--- src/rtl/ps2_pkg.sv ---
// Shared PS/2 definitions: transmitter state encoding, common command bytes and frame size.
package ps2_pkg;

  typedef enum logic [2:0] {
    ST_IDLE,
    ST_INHIBIT,
    ST_START,
    ST_SHIFT,
    ST_STOP,
    ST_ACK,
    ST_RELEASE
  } ps2_tx_state_e;

  localparam logic [7:0] PS2_CMD_LEDS   = 8'hED;
  localparam logic [7:0] PS2_CMD_RESET  = 8'hFF;
  localparam logic [7:0] PS2_CMD_ENABLE = 8'hF4;

  localparam int unsigned PS2_FRAME_BITS = 11;

  function automatic logic ps2_odd_parity(input logic [7:0] data);
    return ~^data;
  endfunction

endpackage

--- src/rtl/ps2_sync.sv ---
// Two-flop synchronizer for one PS/2 line plus a ce-gated falling-edge detector.
module ps2_sync (
  input  logic clk_i,
  input  logic rst_i,
  input  logic ce_i,
  input  logic pin_i,
  output logic level_o,
  output logic fe_o
);

  logic meta_q;
  logic sync_q;
  logic prev_q;

  // Idle PS/2 lines float high, so reset to 1 to avoid a false edge.
  always_ff @(posedge clk_i) begin
    if (rst_i) begin
      meta_q <= 1'b1;
      sync_q <= 1'b1;
      prev_q <= 1'b1;
    end else begin
      meta_q <= pin_i;
      sync_q <= meta_q;
      if (ce_i) prev_q <= sync_q;
    end
  end

  assign level_o = sync_q;
  assign fe_o    = ce_i & prev_q & ~sync_q;

endmodule

--- src/rtl/ps2_host_tx.sv ---
// Host-to-device PS/2 command transmitter (request-to-send, 11-bit frame, ack check).
// Define PS2TX_TIMEOUT_EN to add a frame watchdog of TIMEOUT ce ticks from clock release.
module ps2_host_tx
  import ps2_pkg::*;
#(
  parameter int unsigned INHIBIT = 880,
  parameter int unsigned TIMEOUT = 132000
) (
  input  logic       clock,
  input  logic       reset,
  input  logic       ce,
  input  logic       ps2Ck,
  input  logic       ps2D,
  output logic       ps2CkOe,
  output logic       ps2DOe,
  input  logic [7:0] txData,
  input  logic       txReq,
  output logic       busy,
  output logic       done,
  output logic       error
);

  localparam int unsigned SHIFT_BITS = PS2_FRAME_BITS - 2;
  localparam logic [17:0] INH_LAST   = 18'(INHIBIT - 1);
  localparam logic [3:0]  SHIFT_LAST = 4'(SHIFT_BITS - 1);

  ps2_tx_state_e state_q, state_d;
  logic [8:0]    shift_q, shift_d;
  logic [3:0]    bitcnt_q, bitcnt_d;
  logic [17:0]   inh_q, inh_d;
  logic          ckoe_q, ckoe_d;
  logic          doe_q, doe_d;
  logic          done_q, done_d;
  logic          err_q, err_d;
  logic          pend_q, pend_d;

  logic ck_lvl, ck_fe;
  logic d_lvl, d_fe_unused;

  ps2_sync u_sync_ck (
    .clk_i   (clock),
    .rst_i   (reset),
    .ce_i    (ce),
    .pin_i   (ps2Ck),
    .level_o (ck_lvl),
    .fe_o    (ck_fe)
  );

  ps2_sync u_sync_d (
    .clk_i   (clock),
    .rst_i   (reset),
    .ce_i    (ce),
    .pin_i   (ps2D),
    .level_o (d_lvl),
    .fe_o    (d_fe_unused)
  );

`ifdef PS2TX_TIMEOUT_EN
  localparam logic [17:0] TMO_LAST = 18'(TIMEOUT - 1);
  logic [17:0] tmo_q, tmo_d;

  always_ff @(posedge clock) begin
    if (reset) tmo_q <= '0;
    else       tmo_q <= tmo_d;
  end
`else
  logic [17:0] tmo_unused;
  assign tmo_unused = 18'(TIMEOUT);
`endif

  always_ff @(posedge clock) begin
    if (reset) begin
      state_q  <= ST_IDLE;
      shift_q  <= '0;
      bitcnt_q <= '0;
      inh_q    <= '0;
      ckoe_q   <= 1'b0;
      doe_q    <= 1'b0;
      done_q   <= 1'b0;
      err_q    <= 1'b0;
      pend_q   <= 1'b0;
    end else begin
      state_q  <= state_d;
      shift_q  <= shift_d;
      bitcnt_q <= bitcnt_d;
      inh_q    <= inh_d;
      ckoe_q   <= ckoe_d;
      doe_q    <= doe_d;
      done_q   <= done_d;
      err_q    <= err_d;
      pend_q   <= pend_d;
    end
  end

  always_comb begin
    state_d  = state_q;
    shift_d  = shift_q;
    bitcnt_d = bitcnt_q;
    inh_d    = inh_q;
    ckoe_d   = ckoe_q;
    doe_d    = doe_q;
    done_d   = 1'b0;
    err_d    = err_q;
    pend_d   = pend_q;
`ifdef PS2TX_TIMEOUT_EN
    tmo_d    = tmo_q;
`endif

    unique case (state_q)
      ST_IDLE: begin
        if (txReq) begin
          shift_d = {ps2_odd_parity(txData), txData};
          err_d   = 1'b0;
          pend_d  = 1'b0;
          inh_d   = '0;
          ckoe_d  = 1'b1;
          state_d = ST_INHIBIT;
        end
      end
      ST_INHIBIT: begin
        if (ce) begin
          if (inh_q == INH_LAST) begin
            doe_d   = 1'b1;
            state_d = ST_START;
          end else if (inh_q != '1) begin
            inh_d = inh_q + 18'd1;
          end
        end
      end
      ST_START: begin
        if (ce) begin
          ckoe_d   = 1'b0;
          bitcnt_d = '0;
          state_d  = ST_SHIFT;
`ifdef PS2TX_TIMEOUT_EN
          tmo_d    = '0;
`endif
        end
      end
      ST_SHIFT: begin
        if (ck_fe) begin
          doe_d    = ~shift_q[0];
          shift_d  = {1'b0, shift_q[8:1]};
          bitcnt_d = bitcnt_q + 4'd1;
          if (bitcnt_q == SHIFT_LAST) state_d = ST_STOP;
        end
      end
      ST_STOP: begin
        if (ck_fe) begin
          doe_d   = 1'b0;
          state_d = ST_ACK;
        end
      end
      ST_ACK: begin
        if (ck_fe) begin
          if (d_lvl) err_d  = 1'b1;
          else       pend_d = 1'b1;
          state_d = ST_RELEASE;
        end
      end
      ST_RELEASE: begin
        if (ck_lvl && d_lvl) begin
          done_d  = pend_q;
          pend_d  = 1'b0;
          state_d = ST_IDLE;
        end
      end
      default: state_d = ST_IDLE;
    endcase

`ifdef PS2TX_TIMEOUT_EN
    // Watchdog overrides whatever the protocol step decided this cycle.
    if (ce && (state_q == ST_SHIFT || state_q == ST_STOP ||
               state_q == ST_ACK   || state_q == ST_RELEASE)) begin
      if (tmo_q == TMO_LAST) begin
        err_d   = 1'b1;
        ckoe_d  = 1'b0;
        doe_d   = 1'b0;
        pend_d  = 1'b0;
        done_d  = 1'b0;
        state_d = ST_IDLE;
      end else if (tmo_q != '1) begin
        tmo_d = tmo_q + 18'd1;
      end
    end
`endif
  end

  assign ps2CkOe = ckoe_q;
  assign ps2DOe  = doe_q;
  assign busy    = (state_q != ST_IDLE);
  assign done    = done_q;
  assign error   = err_q;

endmodule

--- config.mk ---
export PLATFORM = sky130hd
export DESIGN_NAME = ps2_host_tx
export DESIGN_NICKNAME = d
export VERILOG_FILES = /design/src/rtl/ps2_pkg.sv /design/src/rtl/ps2_sync.sv /design/src/rtl/ps2_host_tx.sv
export SDC_FILE = /design/constraint.sdc
export NUM_CORES = 1
export LEC_CHECK = 0
export CORE_MARGIN = 2
export CORE_UTILIZATION = 45
export CTS_BUF_LIST = sky130_fd_sc_hd__clkbuf_8
export CTS_CLUSTER_SIZE = 40
export DETAILED_ROUTE_END_ITERATION = 6
export SLEW_MARGIN = 10
export SYNTH_ARGS = -nofsm -noshare
export SYNTH_HDL_FRONTEND = slang
export SYNTH_SLANG_ARGS = --single-unit
export TNS_END_PERCENT = 10
--- constraint.sdc ---
create_clock -name clock -period 2.5 [get_ports clock]
set_clock_uncertainty 0.05 [all_clocks]
set_input_delay 0.5 -clock clock [delete_from_list [all_inputs] [get_ports clock]]
set_output_delay 0.5 -clock clock [all_outputs]
set_load 0.005 [all_outputs]
==> impl_metrics.py <==
metrics = {
    "global_route": {
        "grt_pass1_vias": 2028,
        "overflow": 0,
        "grt.total_usage_pct": 20.7,
        "grt_pass1_wl_um": 9830,
        "antenna_found_initial": 0,
        "grt_max_degree": 44,
    },
    "clock_network": {
        "cts_tree": "yes",
        "cts_resized": 0,
        "numCtsBuffers": 5,
        "clock_latency_ns": 0.31,
        "cts-root-buf": "clkbuf_8",
        "cts_setup_buffers": 0,
        "htreeDepth": 2,
        "clock-sinks": 44,
        "cts_hold_buffers": 0,
        "clkTransAtPathRegs_ns": 0.09,
        "cts_max_path_buffers": 2,
    },
    "yosys": {
        "synth.yosys.warnings": 0,
        "synth-compound-area-share_pct": 22.2,
        "netlist-cell-type-count": 57,
        "syn-cell-area_um2": 2420,
        "avgSynthCellArea_um2": 7.76,
        "syn_inst": 312,
        "synth_edf_count": 0,
        "yosysTopAreaCellShare_pct": 36.4,
        "synth_top_family_by_area": "simple AND/OR/NAND/NOR gates",
        "async_flop_share_pct": 0,
        "seq_area_frac_synth_pct": 36.4,
        "synthesis.nets": 329,
        "yosysTopAreaCell": "dfxtp_1",
        "synthMuxAreaShare_pct": 0.878,
        "ys_top_cells_by_count": "dfxtp_1 (44), nand2_1 (38), a21oi_1 (34)",
        "synth_fa_ha_area_share_pct": 1.55,
        "ys_ff_latch": 44,
        "synth_area_leaders": "dfxtp_1 (36%), a21oi_1 (7.0%), nand2_1 (5.9%)",
        "synth_flop_cell": "dfxtp_1",
        "synthXorXnorAreaFrac_pct": 3.98,
        "synth_simple_gate_area_share_pct": 31.0,
        "synth.most_common_cell": "dfxtp_1",
    },
    "status": {
        "outcome": "complete, no violations",
    },
    "timing": {
        "hold_viol": 0,
        "fin_crit_ns": 2.32,
        "rsz0062_at_grt": "no",
        "slew_viol_final": 0,
        "tightest_slew_ns": 0.760,
        "post-route-period-util_pct": 92.9,
        "fin_setup_tns_ns": 0,
        "setup_viol": 0,
        "setup_slack_ns": 0.178,
        "relSlewSlack_pct": 49.2,
        "clock.fmax_mhz": 431,
    },
    "placed_design": {
        "io_buffers": 18,
        "gp_congestion": 0.854,
        "dp_hpwl_um": 4090,
        "dp_slack_ns": 0.241,
    },
    "critical_path": {
        "crit_required_ns": 1.95,
        "worstSetupEndpoint": "busy",
        "critPathCaptureType": "output port",
        "critPathMaxFanout": 16,
        "r2r_start": "state_q[0]",
        "r2r_end": "shift_q[6]",
        "startpoint": "state_q[1]",
        "reg2reg_slack_ns": 0.40,
        "arrival_ns": 1.77,
        "critPathLaunchType": "flip-flop",
        "rr_worst_depth": 5,
        "path_class": "flip-flop to output port",
    },
    "route": {
        "dr.pass1.iters": 4,
        "wl_per_cell_um": 14.7,
        "finalWirelength_um": 5890,
        "drtAntennaViolNets": 0,
        "via_per_inst": 5.59,
        "drt-initial-drc-count": 233,
        "vias": 2248,
        "route.detailed.drc": 0,
    },
    "finish": {
        "antennaDiodeCount": 0,
        "final_nets": 348,
        "num-fill-cells": 527,
        "area_growth_pct": 17.2,
        "layout-drive-gt1-share_pct": 11.1,
    },
    "pwr": {
        "p_leak_nw": 1.00,
        "ir_drop_uv": 286,
        "power_density_nw_per_um2": 551,
    },
    "die": {
        "num_io_pins": 19,
        "die_area_um2": 5990,
        "die_h_um": 77.4,
        "core_um2": 5140,
        "fp.dieW_um": 77.4,
        "fp-row-count": 26,
        "start_util_pct": 47.1,
    },
    "flow_run": {
        "drv_cap": 0,
    },
    "worst_hold_path": {
        "hold_path_class": "flip-flop to flip-flop",
    },
}
==> cell usage in the layout (no fill, tap or decap), types with 2 or more instances in the layout <==
master,netlist,routed
nand3_1,13,13
ha_1,3,3
clkdlybuf4s50_1,0,18
or2_2,7,7
clkbuf_8,0,6
nor3_1,8,8
a21oi_1,34,34
dfxtp_1,44,44
nand3b_1,4,4
nor4_1,5,5
a311oi_2,2,2
xnor2_1,8,8
a31oi_1,13,13
a21o_1,5,5
nor3b_1,3,3
nand4_1,6,6
nor4b_1,2,2
nand2b_1,7,7
nor2b_1,2,2
and2_1,5,5
xor2_1,3,3
o21ai_0,10,10
buf_4,0,11
nand2_1,38,38
inv_1,6,6
nor2_1,33,33
a311oi_1,3,3
o2bb2ai_1,2,2
==> registers in the layout (all words and copies together) (netlist names) <==
name               flops
shift_q                9
ps2CkOe                1
pend_q                 1
u_sync_ck.level_o      1
bitcnt_q               4
u_sync_ck.meta_q       1
inh_q                 18
u_sync_d.meta_q        1
state_q                3
ps2DOe                 1
done                   1
u_sync_d.level_o       1
error                  1
u_sync_ck.prev_q       1
==> final cells by class <==
cell class | instances | area (µm²) | area share, %
multi-input cells | 244 | 1440 | 50.9
flip-flops and latches | 44 | 881 | 31.0
repair buffers | 30 | 283 | 9.96
well taps | 70 | 87.6 | 3.09
clock buffers | 6 | 82.6 | 2.91
clock inverters | 2 | 38.8 | 1.37
inverters | 6 | 22.5 | 0.793
==> per-layer routing <==
layer  vias up  routed length (µm)  GRT usage (%)
met5         -                   0              0
li1       1159                   -              -
met1      1043                3220           31.0
met3        10                 231           4.07
met4         0                  96           7.86
met2        36                2340           29.0
==> through the flow <==
step | util (%) | total power [mW] | hold WS, ns | area [µm²] | instances
2_1_floorplan | - | 0.901 | 0.339 | 2420 | 312
3_3_place_gp | 52.9 | 0.988 | 0.344 | 2720 | 394
3_5_place_dp | 52.9 | 0.989 | 0.347 | 2720 | 394
4_1_cts | 55.2 | 1.57 | 0.368 | 2840 | 402
5_1_grt | 55.2 | 1.63 | 0.391 | 2840 | 402
6_report | 55.2 | 1.57 | 0.374 | 2840 | 402
==> cell families after synthesis <==
family | count (synthesis)
xor gates and xnor gates | 11
DFF | 44
muxes | 2
AOI/OAI and AO/OA | 84
buffers and inverters | 24
adders and majority gates | 3
and+or+nand+nor | 144
==> worst min-delay path by stage <==
stage	from	depth (start not counted)	to
floorplan	u_sync_ck.meta_q	1	u_sync_ck.level_o
global placement	u_sync_d.meta_q	1	u_sync_d.level_o
detailed placement	u_sync_d.meta_q	1	u_sync_d.level_o
CTS	u_sync_d.meta_q	1	u_sync_d.level_o
global route	u_sync_ck.meta_q	1	u_sync_ck.level_o
finish	u_sync_d.meta_q	1	u_sync_d.level_o
==> critical path: stages, from the launching register on <==
cell,delay [ns]
dfxtp_1,0.64
inv_1,0.21
nand2_1,0.11
clkdlybuf4s50_1,0.50
==> where the power goes <==
part / switching (mW) / internal (mW) / total, mW / leakage [nW]
Clock: 0.264 / 0.327 / 0.591 / 0.0614
Combinational: 0.123 / 0.106 / 0.229 / 0.581
Sequential: 0.0223 / 0.722 / 0.745 / 0.358
(Power assumes the default switching activity.)
